==> src/rtl/fixed_pkg.sv <==
// Shared types and constants for the sequential fixed-point multiplier.
// Holds the controller state encoding and the rounding-mode encodings.
package fixed_pkg;

  typedef enum logic [1:0] {
    IDLE = 2'd0,
    MUL  = 2'd1,
    FIN  = 2'd2,
    DONE = 2'd3
  } state_t;

  localparam logic ROUND_FLOOR   = 1'b0;
  localparam logic ROUND_HALF_UP = 1'b1;

endpackage

==> src/rtl/fixed_round_sat.sv <==
// Combinational finish stage: signs the magnitude product, rounds, rescales
// by FRAC and either saturates or wraps into WIDTH bits.
module fixed_round_sat
  import fixed_pkg::*;
#(
  parameter int WIDTH = 16,
  parameter int FRAC  = 11
) (
  input  logic [2*WIDTH-1:0] mag,
  input  logic               sign,
  input  logic               round_mode,
  input  logic               sat_en,
  output logic [WIDTH-1:0]   p,
  output logic               ovf
);

  localparam int XW = 2*WIDTH + 1;
  localparam logic [XW-1:0] RND = XW'(1) << (FRAC-1);
  localparam logic signed [XW-1:0] MAX_V = {{(XW-WIDTH+1){1'b0}}, {(WIDTH-1){1'b1}}};
  localparam logic signed [XW-1:0] MIN_V = ~MAX_V;

  logic signed [XW-1:0] signed_prod;
  logic signed [XW-1:0] rounded;
  logic signed [XW-1:0] shifted;

  // Extra headroom bit keeps the most-negative squared product positive.
  assign signed_prod = sign ? -$signed({1'b0, mag}) : $signed({1'b0, mag});
  assign rounded     = signed_prod + $signed((round_mode == ROUND_HALF_UP) ? RND : '0);
  assign shifted     = rounded >>> FRAC;
  assign ovf         = (shifted > MAX_V) || (shifted < MIN_V);

  always_comb begin
    p = shifted[WIDTH-1:0];
    if (ovf && sat_en) begin
      p = shifted[XW-1] ? {1'b1, {(WIDTH-1){1'b0}}} : {1'b0, {(WIDTH-1){1'b1}}};
    end
  end

endmodule

==> src/rtl/fixed_mul_seq.sv <==
// Sequential signed fixed-point multiplier: magnitude shift-add over WIDTH
// cycles, then a single finish cycle for sign, rounding and saturation.
module fixed_mul_seq
  import fixed_pkg::*;
#(
  parameter int WIDTH = 16,
  parameter int FRAC  = 11
) (
  input  logic             clk,
  input  logic             rst,
  input  logic             in_valid,
  output logic             in_ready,
  input  logic [WIDTH-1:0] in_a,
  input  logic [WIDTH-1:0] in_b,
  input  logic             round_mode,
  input  logic             sat_en,
  output logic             out_valid,
  input  logic             out_ready,
  output logic [WIDTH-1:0] out_p,
  output logic             out_ovf
);

  localparam int CW = $clog2(WIDTH);

  state_t             state_reg, state_next;
  logic [WIDTH-1:0]   a_mag_reg, a_mag_next;
  logic [WIDTH-1:0]   b_mag_reg, b_mag_next;
  logic               sign_reg, sign_next;
  logic               round_reg, round_next;
  logic               sat_reg, sat_next;
  logic [2*WIDTH-1:0] acc_reg, acc_next;
  logic [CW-1:0]      cnt_reg, cnt_next;
  logic [WIDTH-1:0]   p_reg, p_next;
  logic               ovf_reg, ovf_next;

  logic [2*WIDTH-1:0] partial;
  logic [WIDTH-1:0]   fin_p;
  logic               fin_ovf;

  // Held low during reset so nothing is offered while the block is cleared.
  assign in_ready  = (state_reg == IDLE) && !rst;
  assign out_valid = (state_reg == DONE);
  assign out_p     = p_reg;
  assign out_ovf   = ovf_reg;

  assign partial = b_mag_reg[cnt_reg] ? ({{WIDTH{1'b0}}, a_mag_reg} << cnt_reg) : '0;

  fixed_round_sat #(
    .WIDTH (WIDTH),
    .FRAC  (FRAC)
  ) u_round_sat (
    .mag        (acc_reg),
    .sign       (sign_reg),
    .round_mode (round_reg),
    .sat_en     (sat_reg),
    .p          (fin_p),
    .ovf        (fin_ovf)
  );

  always_comb begin
    state_next = state_reg;
    a_mag_next = a_mag_reg;
    b_mag_next = b_mag_reg;
    sign_next  = sign_reg;
    round_next = round_reg;
    sat_next   = sat_reg;
    acc_next   = acc_reg;
    cnt_next   = cnt_reg;
    p_next     = p_reg;
    ovf_next   = ovf_reg;
    case (state_reg)
      IDLE: begin
        if (in_valid && in_ready) begin
          // Unsigned negation maps the most-negative operand to 2^(WIDTH-1).
          a_mag_next = in_a[WIDTH-1] ? -in_a : in_a;
          b_mag_next = in_b[WIDTH-1] ? -in_b : in_b;
          sign_next  = in_a[WIDTH-1] ^ in_b[WIDTH-1];
          round_next = round_mode;
          sat_next   = sat_en;
          acc_next   = '0;
          cnt_next   = '0;
          state_next = MUL;
        end
      end
      MUL: begin
        acc_next = acc_reg + partial;
        if (cnt_reg == CW'(WIDTH-1)) begin
          state_next = FIN;
        end else begin
          cnt_next = cnt_reg + 1'b1;
        end
      end
      FIN: begin
        p_next     = fin_p;
        ovf_next   = fin_ovf;
        state_next = DONE;
      end
      DONE: begin
        if (out_ready) begin
          state_next = IDLE;
        end
      end
      default: state_next = IDLE;
    endcase
  end

  always_ff @(posedge clk or posedge rst) begin
    if (rst) begin
      state_reg <= IDLE;
      a_mag_reg <= '0;
      b_mag_reg <= '0;
      sign_reg  <= 1'b0;
      round_reg <= ROUND_FLOOR;
      sat_reg   <= 1'b0;
      acc_reg   <= '0;
      cnt_reg   <= '0;
      p_reg     <= '0;
      ovf_reg   <= 1'b0;
    end else begin
      state_reg <= state_next;
      a_mag_reg <= a_mag_next;
      b_mag_reg <= b_mag_next;
      sign_reg  <= sign_next;
      round_reg <= round_next;
      sat_reg   <= sat_next;
      acc_reg   <= acc_next;
      cnt_reg   <= cnt_next;
      p_reg     <= p_next;
      ovf_reg   <= ovf_next;
    end
  end

endmodule

==> config.mk <==
export PLATFORM = sky130hd
export DESIGN_NAME = fixed_mul_seq
export DESIGN_NICKNAME = d
export VERILOG_FILES = /design/src/rtl/fixed_pkg.sv /design/src/rtl/fixed_round_sat.sv /design/src/rtl/fixed_mul_seq.sv
export SDC_FILE = /design/constraint.sdc
export NUM_CORES = 1
export LEC_CHECK = 0
export ABC_AREA = 1
export CAP_MARGIN = 20
export CORE_MARGIN = 2
export CORE_UTILIZATION = 36
export DETAILED_ROUTE_END_ITERATION = 6
export GPL_TIMING_DRIVEN = 0
export SYNTH_ARGS = -nofsm -noshare
export SYNTH_HDL_FRONTEND = slang
export SYNTH_SLANG_ARGS = --single-unit
==> constraint.sdc <==
create_clock -name clk -period 9.4 [get_ports clk]
set_clock_uncertainty 0.1 [all_clocks]
set_input_delay 2.35 -clock clk [delete_from_list [all_inputs] [get_ports clk]]
set_output_delay 2.35 -clock clk [all_outputs]
set_load 0.02 [all_outputs]
# --- Word-level counts from Yosys, hierarchy flattened ---
# Cells that the tools add are included.
totals:
  ff_bits: 90
  latchBits: 0
  mem_bits_rw: 0
  romBits: 0
  input_bits: 38
  output_inout_bits: 19
  mem_count: 0
op_classes:
  n_addsub: 6
  n_mul: 0
  div_mod_pow: 0
  order_cmp: 3
  eq_ne: 8
  shifts: 1
  mux: 18
  bitwise_logic: 1
  reduce_logical: 11
ops:
  columns: ["cell", "count"]
  rows:
  - ["$mux 16", 4]
  - ["$mux 32", 2]
  - ["$pmux 32 s2", 1]
  - ["$add 33x12->33", 1]
  - ["$mux 33", 1]
  - ["$neg 32->33", 1]
  - ["$add 32x32->32", 1]
  - ["$neg 16->16", 2]
  - ["$shl 16x4->32", 1]
  - ["$gt 22x16->1 const B", 1]
  - ["$lt 22x16->1 const B", 1]
  - ["$mux 11", 1]
  - ["$mux 4", 2]
  - ["$pmux 2 s4", 1]
  - ["$pmux 4 s2", 1]
  - ["$mux 2", 3]
  - ["$reduce_and 3->1", 2]
  - ["$lt 4x5->1 const B", 1]
  - ["$add 4x1->4 const B", 1]
  - ["$bmux 1 s4", 1]
  - ["$eq 2x2->1 const B", 2]
  - ["$eq 4x4->1 const B", 1]
  - ["$ne 2x1->1 const B", 2]
  - ["$ne 2x2->1 const B", 2]
  - ["other kinds (9)", 12]

# --- Depth between registers and ports, before layout ---
logic_depth:
  depth_word: 7
  depth_mapped: 26
  mapped_depth_nobuf: 24

# --- Modules after synthesis ---
# From an unflattened synthesis, not the netlist that was laid out.
unflattened:
  hier_cells: 1591
  hier_area_um2: 9566.7
modules_own_cells:
  columns: ["module", "instances", "cells_each", "area_each_um2"]
  rows:
  - ["fixed_mul_seq", 1, 1194, 7616.1]
  - ["fixed_round_sat", 1, 397, 1950.6]

# --- Worst setup path after synthesis ---
# Ideal clock, no wire load.
synth_path:
  path_kind: "input to output"
  start: "input rst"
  end: "output in_ready"
  t_arrival_ns: 2.672
  slack_ns: 4.278
  path_stages: 1
  cell_sequence: "nor2_1"
synth_via:
  elab_chain_cells: 2
synth_lines:
  columns: ["item", "line", "text"]
  rows:
  - ["start: declaration", "fixed_mul_seq.sv:10", "input logic rst,"]
  - ["$logic_not 1->1 (no line)", null, null]
  - ["$logic_and 1x1->1", "fixed_mul_seq.sv:41", "assign in_ready = (state_reg == IDLE) && !rst;"]
  - ["end: declaration", "fixed_mul_seq.sv:12", "output logic in_ready,"]
# No other way between the ends.

# --- Final worst setup path ---
# Same ends and word-level chain as after synthesis.

==> results.sh <==
export IMPL_period_needed_ps=6050
export IMPL_grt_pass1_vias=8119
export IMPL_syn_nets=1384
export IMPL_synth_distinct_cells=50
export IMPL_postCtsHoldBufs=0
export IMPL_swShare_pct=55.8
export IMPL_hpwl_um=20800
export IMPL_utilization_pct=41.8
export IMPL_routed_via_density=5.11
export IMPL_ff_latch_area_um2=2250
export IMPL_worst_endpoint_arrival_ps=3600
export IMPL_area_delta_synth_final_pct=15.4
export IMPL_p_int_w=0.00156
export IMPL_rows=56
export IMPL_clk_path_buf_depth=2
export IMPL_drtIter0Drc=644
export IMPL_grt_max_degree=67
export IMPL_dr_pass1_iters=5
export IMPL_maxCapViolations=0
export IMPL_synthFlopType="dfrtp_1"
export IMPL_grt_pass1_wl_um=40900
export IMPL_setup_tns_ps=0
export IMPL_final_net_count=1451
export IMPL_peakVddDrop_uv=127
export IMPL_die_height_um=157
export IMPL_track_usage_pct=20.8
export IMPL_cts_resized=0
export IMPL_critPathMaxFanout=2
export IMPL_drc=0
export IMPL_hold_violations=0
export IMPL_combPwrFrac_pct=68.6
export IMPL_p_per_area_nw_per_um2=363
export IMPL_diodes=0
export IMPL_relSlewSlack_pct=27.7
export IMPL_overflow=0
export IMPL_io_pins=57
export IMPL_ys_top_cells_by_area="dfrtp_1, nand2_1, o21ai_0"
export IMPL_r2r_slack_ps=4570
export IMPL_cts_buffers_inserted=9
export IMPL_path_clk_slew_ps=80
export IMPL_dpl_cell_count=1680
export IMPL_drv_slew=0
export IMPL_stdcell_count=1696
export IMPL_yosysTopAreaCellShare_pct=26.7
export IMPL_endpoint_kind="primary output"
export IMPL_yosysTopAreaCell="dfrtp_1"
export IMPL_antenna_found_initial=0
export IMPL_layout_drive_gt1_share_pct=8.06
export IMPL_path_cells="clkdlybuf4s50_1, nor2_1, clkdlybuf4s50_1"
export IMPL_period_share_pct=64.4
export IMPL_hold_path_class="flip-flop to flip-flop"
export IMPL_cts_tree="built"
export IMPL_max_stage_delay_ps=620
export IMPL_cts_setup_buffers=0
export IMPL_whs_ps=381
export IMPL_ant_nets=0
export IMPL_finalWirelength_um=25200
export IMPL_multi_input_comb_area_um2=5480
export IMPL_clockRootBuffer="clkbuf_16"
export IMPL_syn_inst=1305
export IMPL_finalSetupViolations=0
export IMPL_crit_path_top_delay_cell="clkdlybuf4s50_1"
export IMPL_synth_seq_cells=90
export IMPL_wire_per_inst_um=14.9
export IMPL_critPathKind="input pin to primary output"
export IMPL_synth_seq_area_share_pct=26.7
export IMPL_synth_area_per_cell_um2=6.46
export IMPL_via_count=8668
export IMPL_seqPwrFrac_pct=19.9
export IMPL_start_kind="input pin"
export IMPL_clkPwrFrac_pct=11.5
export IMPL_initial_utilization_pct=36.2
export IMPL_crit_path_frequent_cell="clkdlybuf4s50_1"
export IMPL_yosys_warnings=0
export IMPL_synthArstFlopShare_pct=100
export IMPL_worstPathRequired_ps=6950
export IMPL_worst_path_buf_inv=2
export IMPL_power_leakage_nw=4.75
export IMPL_clk_latency_ps=370
export IMPL_p_switching_w=0.00197
export IMPL_htreeDepth=3
export IMPL_clock_sinks=90
export IMPL_fmax_ghz=0.165
export IMPL_worstMarginPinSlew_ps=1080
export IMPL_io_buffers=55
export IMPL_synth_edf_count=0
export IMPL_dieArea_um2=24700
export IMPL_gp_congestion=0.908
export IMPL_synth_cell_area_um2=8430
export IMPL_die_x_um=157
export IMPL_status="finished, final reports clean"
export IMPL_n_fill_cell=2566
export IMPL_largest_reg_flops=32
export IMPL_cp_top_family="buffers and inverters"
export IMPL_core_um2=23300
export IMPL_rsz0062_at_grt="no"
[worst reg2reg max path, delay by kind of cell, from the launching register on]
| kind | cells | cell delay (ps) |
|---|---|---|
| AO/OA/AOI/OAI | 4 | 820 |
| XOR/XNOR | 1 | 170 |
| adder cells (fa/ha/maj) | 1 | 230 |
| buffers and inverters | 5 | 1270 |
| flip-flops | 1 | 390 |
| AND/OR/NAND/NOR | 9 | 1760 |
[cell usage after synthesis, types with 10 or more instances]
master,count
nand4_1,17
xor2_1,33
xnor2_1,13
a21oi_2,10
a21oi_1,66
nor3_1,17
ha_1,40
nand2_1,342
nand3_1,76
nand2_2,33
dfrtp_1,90
inv_1,123
o21ai_0,151
clkbuf_1,30
nor2_2,12
nor2_1,149
[area by class of cell]
cell class              count  share of cell area (%)
multi-input cells        1040                    56.3
flip-flops and latches     90                    23.1
repair buffers             56                    5.94
inverters                 135                    5.23
plain buffers              40                    1.95
well taps                 319                    4.10
clock buffers               9                    2.31
clock inverters             7                   0.964
[layout by cell type (no fill, tap or decap), drive strengths merged, types with 13 or more instances in the layout]
| cell type | synthesis | routed |
|---|---|---|
| a21oi | 76 | 76 |
| clkbuf | 30 | 39 |
| clkdlybuf4s50 | 0 | 55 |
| dfrtp | 90 | 90 |
| ha | 40 | 40 |
| inv | 129 | 132 |
| nand2 | 379 | 379 |
| nand3 | 83 | 83 |
| nand4 | 18 | 18 |
| nor2 | 170 | 170 |
| nor3 | 17 | 17 |
| o21ai | 154 | 154 |
| xnor2 | 13 | 13 |
| xor2 | 33 | 33 |
[power by group through the flow]
| stage | Sequential (W) | Combinational (W) | Clock [W] |
|---|---|---|---|
| 4_1_cts | 0.000701 | 0.00241 | 0.000412 |
| 6_report | 0.000701 | 0.00242 | 0.000407 |
| 3_5_place_dp | 0.000708 | 0.00240 | 0 |
| 2_1_floorplan | 0.000699 | 0.00176 | 0 |
| 5_1_grt | 0.000720 | 0.00274 | 0.000428 |
| 3_3_place_gp | 0.000705 | 0.00238 | 0 |
[path summary, 6_finish.rpt]
check / startpoint / end / cells after the start
min in group asynchronous: rst / a_mag_reg[11] / 2
hold / removal: out_ovf / out_ovf / 2
setup reg to reg: cnt_reg[0] / acc_reg[27] / 20
setup / recovery: rst / in_ready / 3
hold reg to reg: out_ovf / out_ovf / 2
max in group asynchronous: rst / acc_reg[12] / 3
[stage by stage]
step	worst slack, ps	cell area, um2	total power [W]
after CTS	3340	9730	0.00353
after detailed placement	3350	9410	0.00311
after floorplan	4280	8430	0.00246
after global routing	3290	9730	0.00388
after global placement	2960	9380	0.00309
final	3350	9730	0.00353
[cell families after synthesis]
| logic type | Yosys count | synth area share [%] |
|---|---|---|
| xor gates and xnor gates | 46 | 4.78 |
| and+or+nand+nor | 675 | 35.6 |
| AOI/OAI and AO/OA | 277 | 18.4 |
| buffers and inverters | 175 | 8.27 |
| adders and majority gates | 41 | 6.17 |
| DFF | 90 | 26.7 |
| muxes | 1 | 0.119 |
[layer usage]
layer | part of all wire, % | up-vias | track usage [%]
met5 | 0 | - | 0
met4 | 1.8 | 0 | 5.02
met1 | 47 | 3963 | 26.8
li1 | - | 4470 | -
met3 | 3.8 | 25 | 2.70
met2 | 48 | 210 | 36.9
(Power assumes the default switching activity.)
